--- config.mk ---
export PLATFORM = sky130hd
export DESIGN_NAME = bsg_fifo_1r1w_rolly_gen_flat
export DESIGN_NICKNAME = d
export VERILOG_FILES = /design/src/rtl/bsg_fifo_1r1w_rolly_gen_pkg.sv /design/src/rtl/bsg_fifo_1r1w_rolly_gen_if.sv /design/src/rtl/bsg_fifo_1r1w_rolly_gen_ptr.sv /design/src/rtl/bsg_fifo_1r1w_rolly_gen.sv /design/src/flat_wrapper.sv
export SDC_FILE = /design/constraint.sdc
export NUM_CORES = 1
export LEC_CHECK = 0
export CORE_MARGIN = 2
export CORE_UTILIZATION = 48
export CTS_CLUSTER_DIAMETER = 120
export DETAILED_ROUTE_END_ITERATION = 16
export PLACE_DENSITY_LB_ADDON = 0.05
export REMOVE_ABC_BUFFERS = 1
export SYNTH_ARGS = -nofsm -noshare
export SYNTH_HDL_FRONTEND = slang
export SYNTH_SLANG_ARGS = --single-unit
--- constraint.sdc ---
create_clock -name clk_i -period 4.25 [get_ports clk_i]
set_input_delay 0.425 -clock clk_i [delete_from_list [all_inputs] [get_ports clk_i]]
set_output_delay 0.425 -clock clk_i [all_outputs]
set_load 0.02 [all_outputs]
--- src/rtl/bsg_fifo_1r1w_rolly_gen_pkg.sv ---
// Shared sizing helpers for the speculative-read (rolly) FIFO.
// No ports; imported by the interface, pointer and top modules.
package bsg_fifo_1r1w_rolly_gen_pkg;

    // Bits needed to hold the values 0..n inclusive.
    function automatic int unsigned bsg_width(input int unsigned n);
        return $clog2(n + 1);
    endfunction

    function automatic bit is_pow2(input int unsigned n);
        return (n != 0) && ((n & (n - 1)) == 0);
    endfunction

endpackage

--- src/rtl/bsg_fifo_1r1w_rolly_gen_if.sv ---
// Handshake/bus bundle for bsg_fifo_1r1w_rolly_gen.
// slave  : FIFO side (consumes enqueue, read, commit, roll and clear requests;
//          produces ready, read data, valid and occupancy counts).
// master : producer/consumer side, the mirror image.
interface bsg_fifo_1r1w_rolly_gen_if
    import bsg_fifo_1r1w_rolly_gen_pkg::*;
#(
    parameter int unsigned width_p      = 16,
    parameter int unsigned els_p        = 8,
    parameter int unsigned commit_max_p = 1
);
    localparam int unsigned cnt_width_lp = bsg_width(els_p);
    localparam int unsigned cmt_width_lp = bsg_width(commit_max_p);

    // enqueue side
    logic [width_p-1:0]      data_i;
    logic                    v_i;
    logic                    ready_o;

    // speculative read side
    logic [width_p-1:0]      data_o;
    logic                    v_o;
    logic                    yumi_i;
    logic [cmt_width_lp-1:0] commit_cnt_i;
    logic                    roll_v_i;
    logic                    clr_v_i;

    // occupancy
    logic [cnt_width_lp-1:0] space_o;
    logic [cnt_width_lp-1:0] unread_o;
    logic [cnt_width_lp-1:0] inflight_o;

    modport slave (
        input  data_i, v_i, yumi_i, commit_cnt_i, roll_v_i, clr_v_i,
        output ready_o, data_o, v_o, space_o, unread_o, inflight_o
    );

    modport master (
        output data_i, v_i, yumi_i, commit_cnt_i, roll_v_i, clr_v_i,
        input  ready_o, data_o, v_o, space_o, unread_o, inflight_o
    );

endinterface

--- src/rtl/bsg_fifo_1r1w_rolly_gen_ptr.sv ---
// Circular pointer over slots_p positions (slots_p a power of two) that
// advances by add_i (0..max_add_p) each cycle.
// Ports: clk_i, reset_i (sync, active-high, clears to 0), add_i increment,
//        o registered pointer, n_o next-cycle pointer.
module bsg_fifo_1r1w_rolly_gen_ptr
    import bsg_fifo_1r1w_rolly_gen_pkg::*;
#(
    parameter int unsigned slots_p   = 16,
    parameter int unsigned max_add_p = 1,
    localparam int unsigned ptr_w_lp = $clog2(slots_p),
    localparam int unsigned add_w_lp = bsg_width(max_add_p)
)(
    input  logic                clk_i,
    input  logic                reset_i,
    input  logic [add_w_lp-1:0] add_i,
    output logic [ptr_w_lp-1:0] o,
    output logic [ptr_w_lp-1:0] n_o
);
    logic [ptr_w_lp-1:0] ptr_q;
    logic [ptr_w_lp-1:0] ptr_d;

    // slots_p is a power of two, so natural truncation is the modulo.
    always_comb begin
        ptr_d = ptr_q + ptr_w_lp'(add_i);
    end

    always_ff @(posedge clk_i) begin
        if (reset_i) ptr_q <= '0;
        else         ptr_q <= ptr_d;
    end

    assign o   = ptr_q;
    assign n_o = ptr_d;

endmodule

--- src/rtl/bsg_fifo_1r1w_rolly_gen.sv ---
// Speculative-read FIFO. Writes enqueue at wptr; reads advance rptr
// speculatively; entries only free when committed (cptr advances).
// roll_v_i rewinds rptr to the commit point (replay); clr_v_i drops all
// unread entries by pulling wptr back to rptr.
// Ports: clk_i, reset_i (sync, active-high), fifo_if (slave modport) carrying
//        enqueue (data_i/v_i/ready_o), read (data_o/v_o/yumi_i), commit_cnt_i,
//        roll_v_i, clr_v_i and occupancy counts space_o/unread_o/inflight_o.
module bsg_fifo_1r1w_rolly_gen
    import bsg_fifo_1r1w_rolly_gen_pkg::*;
#(
    parameter int unsigned width_p      = 16,
    parameter int unsigned els_p        = 8,
    parameter int unsigned commit_max_p = 1
)(
    input  logic                        clk_i,
    input  logic                        reset_i,
    bsg_fifo_1r1w_rolly_gen_if.slave    fifo_if
);
    localparam int unsigned addr_w_lp = $clog2(els_p);
    localparam int unsigned ptr_w_lp  = addr_w_lp + 1;
    localparam int unsigned slots_lp  = 2 * els_p;
    localparam int unsigned cmt_w_lp  = bsg_width(commit_max_p);
    localparam int unsigned jump_w_lp = bsg_width(slots_lp - 1);

    logic [ptr_w_lp-1:0] cptr_q, rptr_q, wptr_q;
    logic [ptr_w_lp-1:0] cptr_n, rptr_n, wptr_n;

    logic                 empty, full;
    logic                 v_lo, ready_lo;
    logic                 enq, deq;
    logic [ptr_w_lp-1:0]  cptr_target;
    logic [jump_w_lp-1:0] rptr_add, wptr_add;

    // Status from registered pointers only: a commit this cycle frees space next cycle.
    assign empty    = (rptr_q == wptr_q);
    assign full     = (cptr_q[addr_w_lp-1:0] == wptr_q[addr_w_lp-1:0])
                   && (cptr_q[addr_w_lp]     != wptr_q[addr_w_lp]);
    assign v_lo     = ~fifo_if.roll_v_i & ~empty;
    assign ready_lo = ~fifo_if.clr_v_i  & ~full;
    assign enq      = fifo_if.v_i    & ready_lo;
    assign deq      = fifo_if.yumi_i & v_lo;

    // Roll and clear are expressed as forward jumps (mod 2*els_p) so every
    // pointer stays a plain add-only circular counter.
    always_comb begin
        cptr_target = cptr_q + ptr_w_lp'(fifo_if.commit_cnt_i);
        rptr_add    = jump_w_lp'(deq);
        wptr_add    = jump_w_lp'(enq);
        if (fifo_if.roll_v_i) begin
            rptr_add = jump_w_lp'(cptr_target - rptr_q);
        end
        if (fifo_if.clr_v_i) begin
            // deq is 0 under roll, so roll+clear lands wptr on the old rptr.
            wptr_add = jump_w_lp'((rptr_q + ptr_w_lp'(deq)) - wptr_q);
        end
    end

    bsg_fifo_1r1w_rolly_gen_ptr #(
        .slots_p   (slots_lp),
        .max_add_p (commit_max_p)
    ) u_cptr (
        .clk_i   (clk_i),
        .reset_i (reset_i),
        .add_i   (fifo_if.commit_cnt_i),
        .o       (cptr_q),
        .n_o     (cptr_n)
    );

    bsg_fifo_1r1w_rolly_gen_ptr #(
        .slots_p   (slots_lp),
        .max_add_p (slots_lp - 1)
    ) u_rptr (
        .clk_i   (clk_i),
        .reset_i (reset_i),
        .add_i   (rptr_add),
        .o       (rptr_q),
        .n_o     (rptr_n)
    );

    bsg_fifo_1r1w_rolly_gen_ptr #(
        .slots_p   (slots_lp),
        .max_add_p (slots_lp - 1)
    ) u_wptr (
        .clk_i   (clk_i),
        .reset_i (reset_i),
        .add_i   (wptr_add),
        .o       (wptr_q),
        .n_o     (wptr_n)
    );

    // Storage: contents need no reset; visibility is governed by the pointers.
    logic [width_p-1:0] mem_q [els_p];

    always_ff @(posedge clk_i) begin
        if (enq) mem_q[wptr_q[addr_w_lp-1:0]] <= fifo_if.data_i;
    end

    assign fifo_if.data_o     = mem_q[rptr_q[addr_w_lp-1:0]];
    assign fifo_if.v_o        = v_lo;
    assign fifo_if.ready_o    = ready_lo;
    assign fifo_if.space_o    = ptr_w_lp'(els_p) - (wptr_q - cptr_q);
    assign fifo_if.unread_o   = wptr_q - rptr_q;
    assign fifo_if.inflight_o = rptr_q - cptr_q;

`ifndef SYNTHESIS
    always_ff @(posedge clk_i) begin
        if (!reset_i) begin
            assert (is_pow2(els_p) && els_p >= 2)
                else $error("els_p must be a power of two >= 2");
            assert (commit_max_p >= 1 && commit_max_p <= els_p)
                else $error("commit_max_p out of range");
            assert (!(fifo_if.yumi_i && !v_lo))
                else $error("yumi_i asserted without v_o");
            assert (ptr_w_lp'(fifo_if.commit_cnt_i) <= (rptr_q - cptr_q))
                else $error("commit_cnt_i exceeds inflight entries");
        end
    end
`endif

endmodule

--- src/flat_wrapper.sv ---
// flat-port wrapper written by rule: the top's interface ports become plain ports
module bsg_fifo_1r1w_rolly_gen_flat import bsg_fifo_1r1w_rolly_gen_pkg::*;
#(
    parameter int unsigned width_p      = 16,
    parameter int unsigned els_p        = 8,
    parameter int unsigned commit_max_p = 1
)
  (clk_i, reset_i, fifo_if_data_i, fifo_if_v_i, fifo_if_yumi_i, fifo_if_commit_cnt_i, fifo_if_roll_v_i, fifo_if_clr_v_i, fifo_if_ready_o, fifo_if_data_o, fifo_if_v_o, fifo_if_space_o, fifo_if_unread_o, fifo_if_inflight_o);
  bsg_fifo_1r1w_rolly_gen_if #(.width_p(width_p), .els_p(els_p), .commit_max_p(commit_max_p)) fifo_if_i ();
  input  logic clk_i;
  input  logic reset_i;
  input wire logic [$bits(fifo_if_i.data_i)-1:0] fifo_if_data_i;
  input wire logic [$bits(fifo_if_i.v_i)-1:0] fifo_if_v_i;
  input wire logic [$bits(fifo_if_i.yumi_i)-1:0] fifo_if_yumi_i;
  input wire logic [$bits(fifo_if_i.commit_cnt_i)-1:0] fifo_if_commit_cnt_i;
  input wire logic [$bits(fifo_if_i.roll_v_i)-1:0] fifo_if_roll_v_i;
  input wire logic [$bits(fifo_if_i.clr_v_i)-1:0] fifo_if_clr_v_i;
  output wire logic [$bits(fifo_if_i.ready_o)-1:0] fifo_if_ready_o;
  output wire logic [$bits(fifo_if_i.data_o)-1:0] fifo_if_data_o;
  output wire logic [$bits(fifo_if_i.v_o)-1:0] fifo_if_v_o;
  output wire logic [$bits(fifo_if_i.space_o)-1:0] fifo_if_space_o;
  output wire logic [$bits(fifo_if_i.unread_o)-1:0] fifo_if_unread_o;
  output wire logic [$bits(fifo_if_i.inflight_o)-1:0] fifo_if_inflight_o;
  assign fifo_if_i.data_i = fifo_if_data_i;
  assign fifo_if_i.v_i = fifo_if_v_i;
  assign fifo_if_i.yumi_i = fifo_if_yumi_i;
  assign fifo_if_i.commit_cnt_i = fifo_if_commit_cnt_i;
  assign fifo_if_i.roll_v_i = fifo_if_roll_v_i;
  assign fifo_if_i.clr_v_i = fifo_if_clr_v_i;
  assign fifo_if_ready_o = fifo_if_i.ready_o;
  assign fifo_if_data_o = fifo_if_i.data_o;
  assign fifo_if_v_o = fifo_if_i.v_o;
  assign fifo_if_space_o = fifo_if_i.space_o;
  assign fifo_if_unread_o = fifo_if_i.unread_o;
  assign fifo_if_inflight_o = fifo_if_i.inflight_o;
  bsg_fifo_1r1w_rolly_gen #(.width_p(width_p), .els_p(els_p), .commit_max_p(commit_max_p)) u_core (.clk_i(clk_i), .reset_i(reset_i), .fifo_if(fifo_if_i));
endmodule
==> impl_metrics.env <==
export IMPL_start_kind="flop"
export IMPL_synth_commonest_cells="128 x edfxtp_1, 55 x nand2_1, 32 x mux4_2"
export IMPL_cap_violations=0
export IMPL_power_frac_clock_pct=27.2
export IMPL_cp_required_ns=4.60
export IMPL_clock_sinks=140
export IMPL_p_seq_share_pct=33.3
export IMPL_wl_per_cell_um=19.3
export IMPL_combPwrFrac_pct=39.5
export IMPL_finalHoldViolCount=0
export IMPL_cts_tree="done"
export IMPL_vias_per_cell=5.20
export IMPL_holdWs_ns=0.632
export IMPL_post_synth_top_count_cell="edfxtp_1"
export IMPL_setup_viol=0
export IMPL_synthSimpleGateAreaFrac_pct=5.73
export IMPL_maxSlewViolCount=0
export IMPL_final_layout_size_suffix_gt1_share_pct=18.0
export IMPL_synthFlopType="edfxtp_1"
export IMPL_first_pass_iters=4
export IMPL_p_total_w=0.00497
export IMPL_cellInternalPower_w=0.00340
export IMPL_synthTopCellsByArea="edfxtp_1 63%, mux4_2 12%, ha_1 5.5%"
export IMPL_path_clk_slew_ns=0.05
export IMPL_yosysTopAreaCell="edfxtp_1"
export IMPL_core_area_mm2=0.0125
export IMPL_gp_congestion=0.841
export IMPL_dieArea_mm2=0.0136
export IMPL_portBuffers=52
export IMPL_switchingPower_w=0.00157
export IMPL_skew_ns=0.00513
export IMPL_arrival_ns=4.08
export IMPL_totalWireLength_um=11900
export IMPL_sw_frac_of_total_pct=31.6
export IMPL_ir_worst_vdd_mv=0.325
export IMPL_dieWidth_um=117
export IMPL_slew_headroom_pct=52.6
export IMPL_synth_distinct_cells=29
export IMPL_ys_seq_area_share_pct=67.1
export IMPL_fin_crit_ns=3.73
export IMPL_place_area_mm2=0.00689
export IMPL_final_nets=492
export IMPL_max_freq_ghz=0.268
export IMPL_grt_util_all_layers_pct=19.3
export IMPL_synth_edf_count=128
export IMPL_clkLatencyLatePin_ns=0.41
export IMPL_row_count=41
export IMPL_postCtsSetupBuffers=0
export IMPL_area_growth_pct=22.0
export IMPL_fin_area_mm2=0.00743
export IMPL_cts_root_buffer_cell="clkbuf_16"
export IMPL_overflow=0
export IMPL_vias=3207
export IMPL_status="complete, no violations"
export IMPL_synthAdderAreaFrac_pct=7.85
export IMPL_worstMarginPinSlew_ns=0.710
export IMPL_synth_xor_area_share_pct=2.86
export IMPL_synth_compound_area_share_pct=2.12
export IMPL_grt_pass1_vias=3303
export IMPL_antenna_found_initial=0
export IMPL_rsz0062_at_grt="no"
export IMPL_finalNonFillerCells=617
export IMPL_grt_pass1_wl_um=18400
export IMPL_clk_path_buf_depth=2
export IMPL_synth_avg_cell_area_um2=16.8
export IMPL_p_per_area_mw_per_mm2=669
export IMPL_drtIter0Drc=165
export IMPL_cts_resized=0
export IMPL_muxShareOfSynthArea_pct=12.0
export IMPL_fin_crit_sh_pct=87.7
export IMPL_drc=0
export IMPL_ys_seq_elements=140
export IMPL_start_util_pct=48.6
export IMPL_numCtsBuffers=17
export IMPL_cp_max_fo=8
export IMPL_critical_path_class="reg2reg"
export IMPL_die_y_um=117
export IMPL_timing_setup_tns_ns=0
export IMPL_hold_buffers=0
export IMPL_htreeDepth=4
export IMPL_insertedDiodeCount=0
export IMPL_synth_top_family_by_area="multiplexers"
export IMPL_ant_nets=0
export IMPL_syn_cell_area_mm2=0.00609
export IMPL_synth_top_area_share_pct=63.1
export IMPL_hold_class="reg2reg"
export IMPL_io_pins=53
export IMPL_cellLeakagePower_nw=2.66
export IMPL_grt_max_degree=39
export IMPL_hpwlAfterDp_um=7390
export IMPL_synth_warning_count=0
export IMPL_crit_path_end_kind="flop"
export IMPL_syn_inst=362
export IMPL_dp_cells=588
export IMPL_async_reset_ff_share_pct=0
==> power by group through the flow <==
stage / logic, W / clock network, W / registers (W)
finish: 0.00196 / 0.00135 / 0.00165
detailed placement: 0.00199 / 0 / 0.00168
global placement: 0.00199 / 0 / 0.00168
floorplan: 0.00118 / 0 / 0.00177
global route: 0.00216 / 0.00144 / 0.00166
CTS: 0.00200 / 0.00139 / 0.00166
==> through the flow <==
| step | util (%) | setup slack, ns |
|---|---|---|
| after global placement | 55.1 | 0.582 |
| after global routing | 59.3 | 0.174 |
| final | 59.3 | 0.522 |
| after detailed placement | 55.1 | 0.535 |
| after CTS | 59.3 | 0.508 |
| after floorplan | - | -0.505 |
==> sequential cells by signal, summed over array words and instances (netlist names) <==
register	flops
u_core.u_cptr.o	4
u_core.mem_q	128
u_core.u_wptr.o	4
u_core.u_rptr.o	4
==> per-layer routing <==
metal / GRT usage, % / share of wire, %
met1: 26.3 / 46
met2: 30.5 / 50
met3: 5.14 / 3.9
met4: 6.51 / 0.50
met5: 0 / 0
==> critical path, stage by stage (launching register included) <==
cell and delay [ns]:
dfxtp_1 0.53, inv_1 0.18, ha_1 0.40, a41oi_1 0.25
nand2_1 0.11, ha_1 0.28, inv_1 0.04, ha_1 0.20
fa_1 0.42, and2_1 0.20, ha_1 0.28, a21o_1 0.17
a21oi_1 0.19, xor2_1 0.11, a211o_1 0.27, nand2_1 0.06
==> path summary, 6_finish.rpt <==
check / slack, ns / cells past startpoint / from / endpoint
setup / recovery: 0.52 / 15 / u_core.u_wptr.o[1] / u_core.u_wptr.o[3]
hold / removal: 0.63 / 2 / u_core.u_cptr.o[3] / u_core.u_cptr.o[3]
setup reg to reg: 0.52 / 15 / u_core.u_wptr.o[1] / u_core.u_wptr.o[3]
hold reg to reg: 0.63 / 2 / u_core.u_cptr.o[3] / u_core.u_cptr.o[3]
==> layout make-up <==
class | count | area, µm²
fill | 1027 | 5090
sequential | 140 | 4090
multi-input combinational | 188 | 1880
timing repair buffer | 66 | 626
clock buffer | 20 | 437
tap | 172 | 215
clock inverter | 9 | 100
inverter | 22 | 82.6
==> cell families (layout without fill, tap and decap cells) <==
group,count (synthesis),count (layout)
mux,33,33
simple gates,84,84
fa+ha+maj,34,34
xor+xnor,19,19
flops,140,140
compound gates,18,18
buf+inv,34,117
==> cells in the final DEF, fill, tap and decap left out <==
cell | synthesis | final
a211o_1 | 1 | 1
a21o_1 | 5 | 5
a21oi_1 | 6 | 6
a21oi_2 | 1 | 1
a22o_1 | 1 | 1
a41oi_1 | 1 | 1
a41oi_2 | 1 | 1
and2_1 | 2 | 2
buf_4 | 3 | 14
bufinv_16 | 0 | 2
clkbuf_1 | 7 | 3
clkbuf_16 | 0 | 17
clkdlybuf4s50_1 | 0 | 52
clkinv_1 | 1 | 2
clkinv_2 | 0 | 4
clkinv_4 | 0 | 1
clkinvlp_4 | 0 | 1
dfxtp_1 | 12 | 10
dfxtp_2 | 0 | 2
edfxtp_1 | 128 | 128
fa_1 | 7 | 7
ha_1 | 27 | 27
inv_1 | 21 | 21
mux2_1 | 1 | 1
mux4_2 | 32 | 32
nand2_1 | 55 | 55
nand3_1 | 3 | 3
nand4b_1 | 1 | 1
nor2_1 | 13 | 13
nor2b_1 | 6 | 6
nor3_2 | 0 | 4
o21ai_0 | 2 | 2
xnor2_1 | 11 | 11
xnor2_2 | 1 | 1
xor2_1 | 7 | 7
Note: power is estimated with default switching activity, not from simulation.
